===== src/rtl/bus_arbiter.sv =====
// Two-master wishbone arbiter: grants one master at a time, one transaction outstanding,
// and converts a hung slave into an error ack after TIMEOUT_CYCLES cycles in REQ/WAIT.
module bus_arbiter #(
  parameter int TIMEOUT_CYCLES = 256,
  parameter bit ROUND_ROBIN    = 1'b1
) (
  input  logic        i_clk,
  input  logic        i_reset,
  input  logic        i_m0_stb,
  input  logic [31:0] i_m0_addr,
  input  logic [31:0] i_m0_data,
  input  logic        i_m0_we,
  input  logic [2:0]  i_m0_sel,
  output logic [31:0] o_m0_data,
  output logic        o_m0_ack,
  output logic        o_m0_err,
  output logic        o_m0_stall,
  input  logic        i_m1_stb,
  input  logic [31:0] i_m1_addr,
  input  logic [31:0] i_m1_data,
  input  logic        i_m1_we,
  input  logic [2:0]  i_m1_sel,
  output logic [31:0] o_m1_data,
  output logic        o_m1_ack,
  output logic        o_m1_err,
  output logic        o_m1_stall,
  output logic        o_wb_stb,
  output logic [31:0] o_wb_addr,
  output logic [31:0] o_wb_data,
  output logic        o_wb_we,
  output logic [2:0]  o_wb_sel,
  input  logic [31:0] i_wb_data,
  input  logic        i_wb_ack,
  input  logic        i_wb_stall,
  output logic [1:0]  o_dbg_state
);
  // Handshake: a master request transfers in a cycle where its stb=1 and its stall=0;
  // ack (with err/data) is a single-cycle pulse, combinational from the bus ack.

  localparam bit TMO_EN = (TIMEOUT_CYCLES > 0);
  localparam int TW = TMO_EN ? $clog2(TIMEOUT_CYCLES + 1) : 1;
  localparam logic [TW-1:0] TMO_LAST = TW'(TMO_EN ? TIMEOUT_CYCLES - 1 : 0);

  typedef enum logic [1:0] {S_IDLE = 2'd0, S_REQ = 2'd1, S_WAIT = 2'd2} state_t;

  state_t          state_q, state_d;
  logic            grant_q, grant_d;
  logic            last_q, last_d;
  logic [TW-1:0]   tmo_q, tmo_d;

  logic [1:0]  req;
  logic        idle_sel, fwd_idx, fwd_stb, accept, tmo_hit;
  logic [31:0] fwd_addr, fwd_data;
  logic        fwd_we;
  logic [2:0]  fwd_sel;

  logic        bus_stb, bus_we;
  logic [31:0] bus_addr, bus_data, resp_data;
  logic [2:0]  bus_sel;
  logic [1:0]  stall_v, ack_v, err_v;

  assign req = {i_m1_stb, i_m0_stb};

  always_comb begin
    if (req == 2'b11) idle_sel = ROUND_ROBIN ? ~last_q : 1'b1;
    else              idle_sel = req[1];
    // Once a master owns the bus it keeps it until ack or timeout.
    fwd_idx  = (state_q == S_IDLE) ? idle_sel : grant_q;
    fwd_stb  = req[fwd_idx];
    fwd_addr = fwd_idx ? i_m1_addr : i_m0_addr;
    fwd_data = fwd_idx ? i_m1_data : i_m0_data;
    fwd_we   = fwd_idx ? i_m1_we   : i_m0_we;
    fwd_sel  = fwd_idx ? i_m1_sel  : i_m0_sel;
    accept   = fwd_stb & ~i_wb_stall;
    tmo_hit  = TMO_EN && (tmo_q == TMO_LAST);
  end

  always_comb begin
    state_d   = state_q;
    grant_d   = grant_q;
    last_d    = last_q;
    tmo_d     = tmo_q;
    bus_stb   = 1'b0;
    bus_addr  = '0;
    bus_data  = '0;
    bus_we    = 1'b0;
    bus_sel   = '0;
    stall_v   = 2'b11;
    ack_v     = 2'b00;
    err_v     = 2'b00;
    resp_data = '0;
    case (state_q)
      S_IDLE: begin
        if (|req) begin
          bus_stb  = 1'b1;
          bus_addr = fwd_addr;
          bus_data = fwd_data;
          bus_we   = fwd_we;
          bus_sel  = fwd_sel;
          stall_v[idle_sel] = i_wb_stall;
          if (accept && i_wb_ack) begin
            ack_v[idle_sel] = 1'b1;
            resp_data       = i_wb_data;
            last_d          = idle_sel;
          end else begin
            grant_d = idle_sel;
            tmo_d   = '0;
            state_d = accept ? S_WAIT : S_REQ;
          end
        end
      end
      S_REQ: begin
        bus_stb  = fwd_stb;
        bus_addr = fwd_addr;
        bus_data = fwd_data;
        bus_we   = fwd_we;
        bus_sel  = fwd_sel;
        stall_v[grant_q] = i_wb_stall;
        if (accept && i_wb_ack) begin
          ack_v[grant_q] = 1'b1;
          resp_data      = i_wb_data;
          last_d         = grant_q;
          state_d        = S_IDLE;
        end else if (tmo_hit) begin
          // Withdraw the strobe so the slave cannot take a request we are abandoning.
          bus_stb          = 1'b0;
          stall_v[grant_q] = 1'b1;
          ack_v[grant_q]   = 1'b1;
          err_v[grant_q]   = 1'b1;
          resp_data        = 32'hFFFF_FFFF;
          last_d           = grant_q;
          state_d          = S_IDLE;
        end else begin
          tmo_d = tmo_q + 1'b1;
          if (accept) state_d = S_WAIT;
        end
      end
      S_WAIT: begin
        if (i_wb_ack) begin
          ack_v[grant_q] = 1'b1;
          resp_data      = i_wb_data;
          last_d         = grant_q;
          state_d        = S_IDLE;
        end else if (tmo_hit) begin
          ack_v[grant_q] = 1'b1;
          err_v[grant_q] = 1'b1;
          resp_data      = 32'hFFFF_FFFF;
          last_d         = grant_q;
          state_d        = S_IDLE;
        end else begin
          tmo_d = tmo_q + 1'b1;
        end
      end
      default: state_d = S_IDLE;
    endcase
  end

  always_ff @(posedge i_clk or negedge i_reset) begin
    if (!i_reset) begin
      state_q <= S_IDLE;
      grant_q <= 1'b0;
      last_q  <= 1'b1;
      tmo_q   <= '0;
    end else begin
      state_q <= state_d;
      grant_q <= grant_d;
      last_q  <= last_d;
      tmo_q   <= tmo_d;
    end
  end

  // Reset gates every output combinationally so nothing leaks while the line is low.
  assign o_wb_stb    = i_reset & bus_stb;
  assign o_wb_addr   = i_reset ? bus_addr : '0;
  assign o_wb_data   = i_reset ? bus_data : '0;
  assign o_wb_we     = i_reset & bus_we;
  assign o_wb_sel    = i_reset ? bus_sel : '0;
  assign o_m0_stall  = ~i_reset | stall_v[0];
  assign o_m1_stall  = ~i_reset | stall_v[1];
  assign o_m0_ack    = i_reset & ack_v[0];
  assign o_m1_ack    = i_reset & ack_v[1];
  assign o_m0_err    = i_reset & err_v[0];
  assign o_m1_err    = i_reset & err_v[1];
  assign o_m0_data   = (i_reset && ack_v[0]) ? resp_data : '0;
  assign o_m1_data   = (i_reset && ack_v[1]) ? resp_data : '0;
  assign o_dbg_state = state_q;

endmodule

===== config.mk =====
export PLATFORM = sky130hd
export DESIGN_NAME = bus_arbiter
export DESIGN_NICKNAME = d
export VERILOG_FILES = /design/src/rtl/bus_arbiter.sv
export SDC_FILE = /design/constraint.sdc
export NUM_CORES = 1
export LEC_CHECK = 0
export BUFFER_PORTS_ARGS = -buffer_cell sky130_fd_sc_hd__buf_2
export CELL_PAD_IN_SITES_DETAIL_PLACEMENT = 0
export CELL_PAD_IN_SITES_GLOBAL_PLACEMENT = 2
export CORE_MARGIN = 5
export CORE_UTILIZATION = 16
export DETAILED_ROUTE_END_ITERATION = 12
export GPL_ROUTABILITY_DRIVEN = 0
export PLACE_DENSITY_LB_ADDON = 0.1
export SLEW_MARGIN = 20
export SYNTH_ARGS = -nofsm -noshare
export SYNTH_HDL_FRONTEND = slang
export SYNTH_SLANG_ARGS = --single-unit

===== constraint.sdc =====
create_clock -name i_clk -period 11.9 [get_ports i_clk]
set_input_delay 3.57 -clock i_clk [delete_from_list [all_inputs] [get_ports i_clk]]
set_output_delay 3.57 -clock i_clk [all_outputs]
set_load 0.02 [all_outputs]

==> impl_metrics.py <==
metrics = {
    "power_and_ir_drop": {
        "total_leakage_power_nw": 2.48,
        "p_per_area_nw_per_um2": 166,
        "ir_drop_mv": 0.0782,
        "report.power.total_uw": 802,
    },
    "route": {
        "first_pass_iters": 4,
        "routedWlPerCell_um": 17.6,
        "routed_wl_mm": 17.8,
        "ant_nets": 0,
        "drc": 0,
        "drt_iter0_drc": 222,
        "vias": 4726,
        "viasPerCell": 4.67,
    },
    "sta": {
        "setup_tns_ns": 0,
        "max-slew-margin-rel": 0.392,
        "tightest_slew_ns": 0.911,
        "fmax_ghz": 0.107,
        "period_minus_slack_ns": 9.35,
        "skew_ns": 0.00584,
        "drv_slew": 0,
        "whs_ns": 0.525,
        "setup_viol": 0,
        "rsz0062_at_grt": "false",
        "finalCritPeriodShare": 0.786,
        "finalHoldViolCount": 0,
    },
    "critical_path": {
        "startpoint_type": "input pin",
        "slowest_delay_ns": 0.60,
        "r2r_cells": 8,
        "arrival_ns": 5.78,
        "cp.required_ns": 8.33,
        "end_kind": "output port",
        "slowest_stage": "o21ai_4",
        "worstSetupPathType": "input pin to output port",
        "worstPathCellList": "buf_2 > o21ai_0 > inv_1 > o21ai_4 > buf_4 > a21oi_1 > buf_2",
        "path_delay_family": "compound AO/OA/AOI/OAI gates",
        "cp_max_fo": 41,
        "worst_r2r_startpoint": "tmo_q[0]",
        "r2r_end": "tmo_q[0]",
        "cpMostUsedCell": "buf_2",
        "r2r_setup_slack_ns": 9.02,
        "cp.buffers_inverters": 4,
        "startpoint": "i_m1_stb",
    },
    "clocking": {
        "cts_tree": "done",
        "clk_pin_slew_ns": 0.05,
        "holdBufCountCts": 0,
        "root_buffer": "clkbuf_16",
        "cts_sinks": 13,
        "cts_buffers": 3,
        "cts_resized": 0,
        "htree_levels": 1,
        "cts_setup_buffers": 0,
        "clkLatencyLatePin_ns": 0.25,
        "cts_buffer_depth": 2,
    },
    "global_route": {
        "antenna_found_initial": 2,
        "grt_usage": 0.149,
        "first_global_vias": 4510,
        "grt_pass1_wl_mm": 26.5,
        "overflow": 0,
        "grt_max_degree": 69,
    },
    "final_layout": {
        "final-seq-area_um2": 327,
        "drive_gt1_frac": 0.475,
        "area_delta_synth_final_pct": 61.0,
        "fin_cells": 1011,
        "fillerInstances": 2163,
        "fin_nets": 955,
        "multi_input_comb_area_um2": 2450,
    },
    "floorplan": {
        "die_area_um2": 21600,
        "die_w_um": 147,
        "io_pins": 315,
        "core-area_um2": 18600,
        "start_util": 0.162,
        "die_y_um": 147,
        "rows": 50,
    },
    "synth": {
        "yosysWarnings": 0,
        "yosysMostFrequentCell": "nand2_1",
        "yosysTopAreaCellShare": 0.185,
        "synth-seq-cells": 13,
        "synth_edf_count": 0,
        "synth_top_area_cell": "nand2_1",
        "synthTopCellsByArea": "nand2_1 18%, a21oi_1 18%, a22oi_2 12%",
        "postSynthAreaPerCell_um2": 6.02,
        "synth_nets": 680,
        "synthCells": 500,
        "seq_area_frac_synth": 0.109,
        "ys_types": 46,
        "yosys-top-cells-count": "148 x nand2_1, 107 x a21oi_1, 44 x o21ai_0",
        "syn_area_um2": 3010,
        "synthArstFlopShare": 1.00,
        "synth-main-ff-cell": "dfrtp_1",
    },
    "hold_path": {
        "hold_depth": 2,
        "min_to": "tmo_q[8]",
        "worstHoldStart": "tmo_q[8]",
        "min-delay-path-class": "flop to flop",
    },
    "placed_design": {
        "dpl.hpwl_mm": 14.0,
        "dpl.cell_count": 1003,
        "port-buffer-count": 314,
    },
    "status": {
        "status": "finished, final reports clean",
    },
    "job": {
        "drv_cap": 0,
    },
}
stage by stage:
step	util	area, µm²	worst slack (ns)
floorplan	-	3010	3.11
global placement	0.255	4750	2.34
detailed placement	0.255	4750	2.27
CTS	0.260	4830	2.27
global route	0.260	4840	2.36
finish	0.261	4840	2.55
cell usage in the layout (no fill, tap or decap), drive strengths merged, types with 2 or more instances in the layout:
cell     count
a2111oi      3
clkbuf       3
a221oi       2
or3          2
o21ai       45
a22oi       32
a221o        3
nor2b        3
nor2        11
buf        323
inv         12
nand2b       4
diode        3
a211o        2
dfrtp       12
ha           6
mux2         2
a21oi      108
nand3        5
o211ai       4
a211oi       3
o31ai        2
mux2i        8
o32ai        4
nor3         5
nand2      148
a22o         7
o21a         2
per-layer routing:
layer	up-vias	GRT usage	wire length (µm)	part of all wire
met2	190	0.283	9490	0.53
met5	-	0	0	0
met1	2192	0.179	6920	0.39
li1	2329	-	-	-
met4	0	0.0177	110	0.0062
met3	15	0.0281	1320	0.074
worst min-delay path: stages, from the launching register on:
cell and delay [ns]:
dfrtp_1 0.32, inv_1 0.05, mux2i_1 0.11
state kept, by name, indices dropped and copies added, names as in the netlist:
signal and flops:
tmo_q 9, o_dbg_state 2, grant_q 1, last_q 1
logic make-up after synthesis:
group,Yosys count,synth area share
compound gates,225,0.497
simple gates,181,0.240
buf+inv,65,0.0936
flops,13,0.109
mux,10,0.0354
fa+ha+maj,6,0.0250
worst max-delay path by stage:
stage	end	slack [ns]	cells after the start
finish	o_wb_addr[21]	2.55	7
global placement	o_m1_data[10]	2.34	7
global route	o_m1_data[8]	2.36	8
floorplan	o_m0_data[10]	3.11	7
detailed placement	o_m1_data[8]	2.27	7
CTS	o_m1_data[8]	2.27	7
final cells by class:
type,instances,area share
Inverter,12,0.00930
Clock buffer,3,0.0155
Clock inverter,1,0.00103
Timing Repair Buffer,323,0.339
Multi-Input combinational cell,422,0.506
Tap cell,234,0.0605
Sequential cell,13,0.0674
Antenna cell,3,0.00155
power by group:
part           switching [mW]  internal [mW]
sequential             0.0152         0.0559
combinational           0.457          0.208
clock                  0.0206         0.0448
Note: power is estimated with default switching activity, not from simulation.
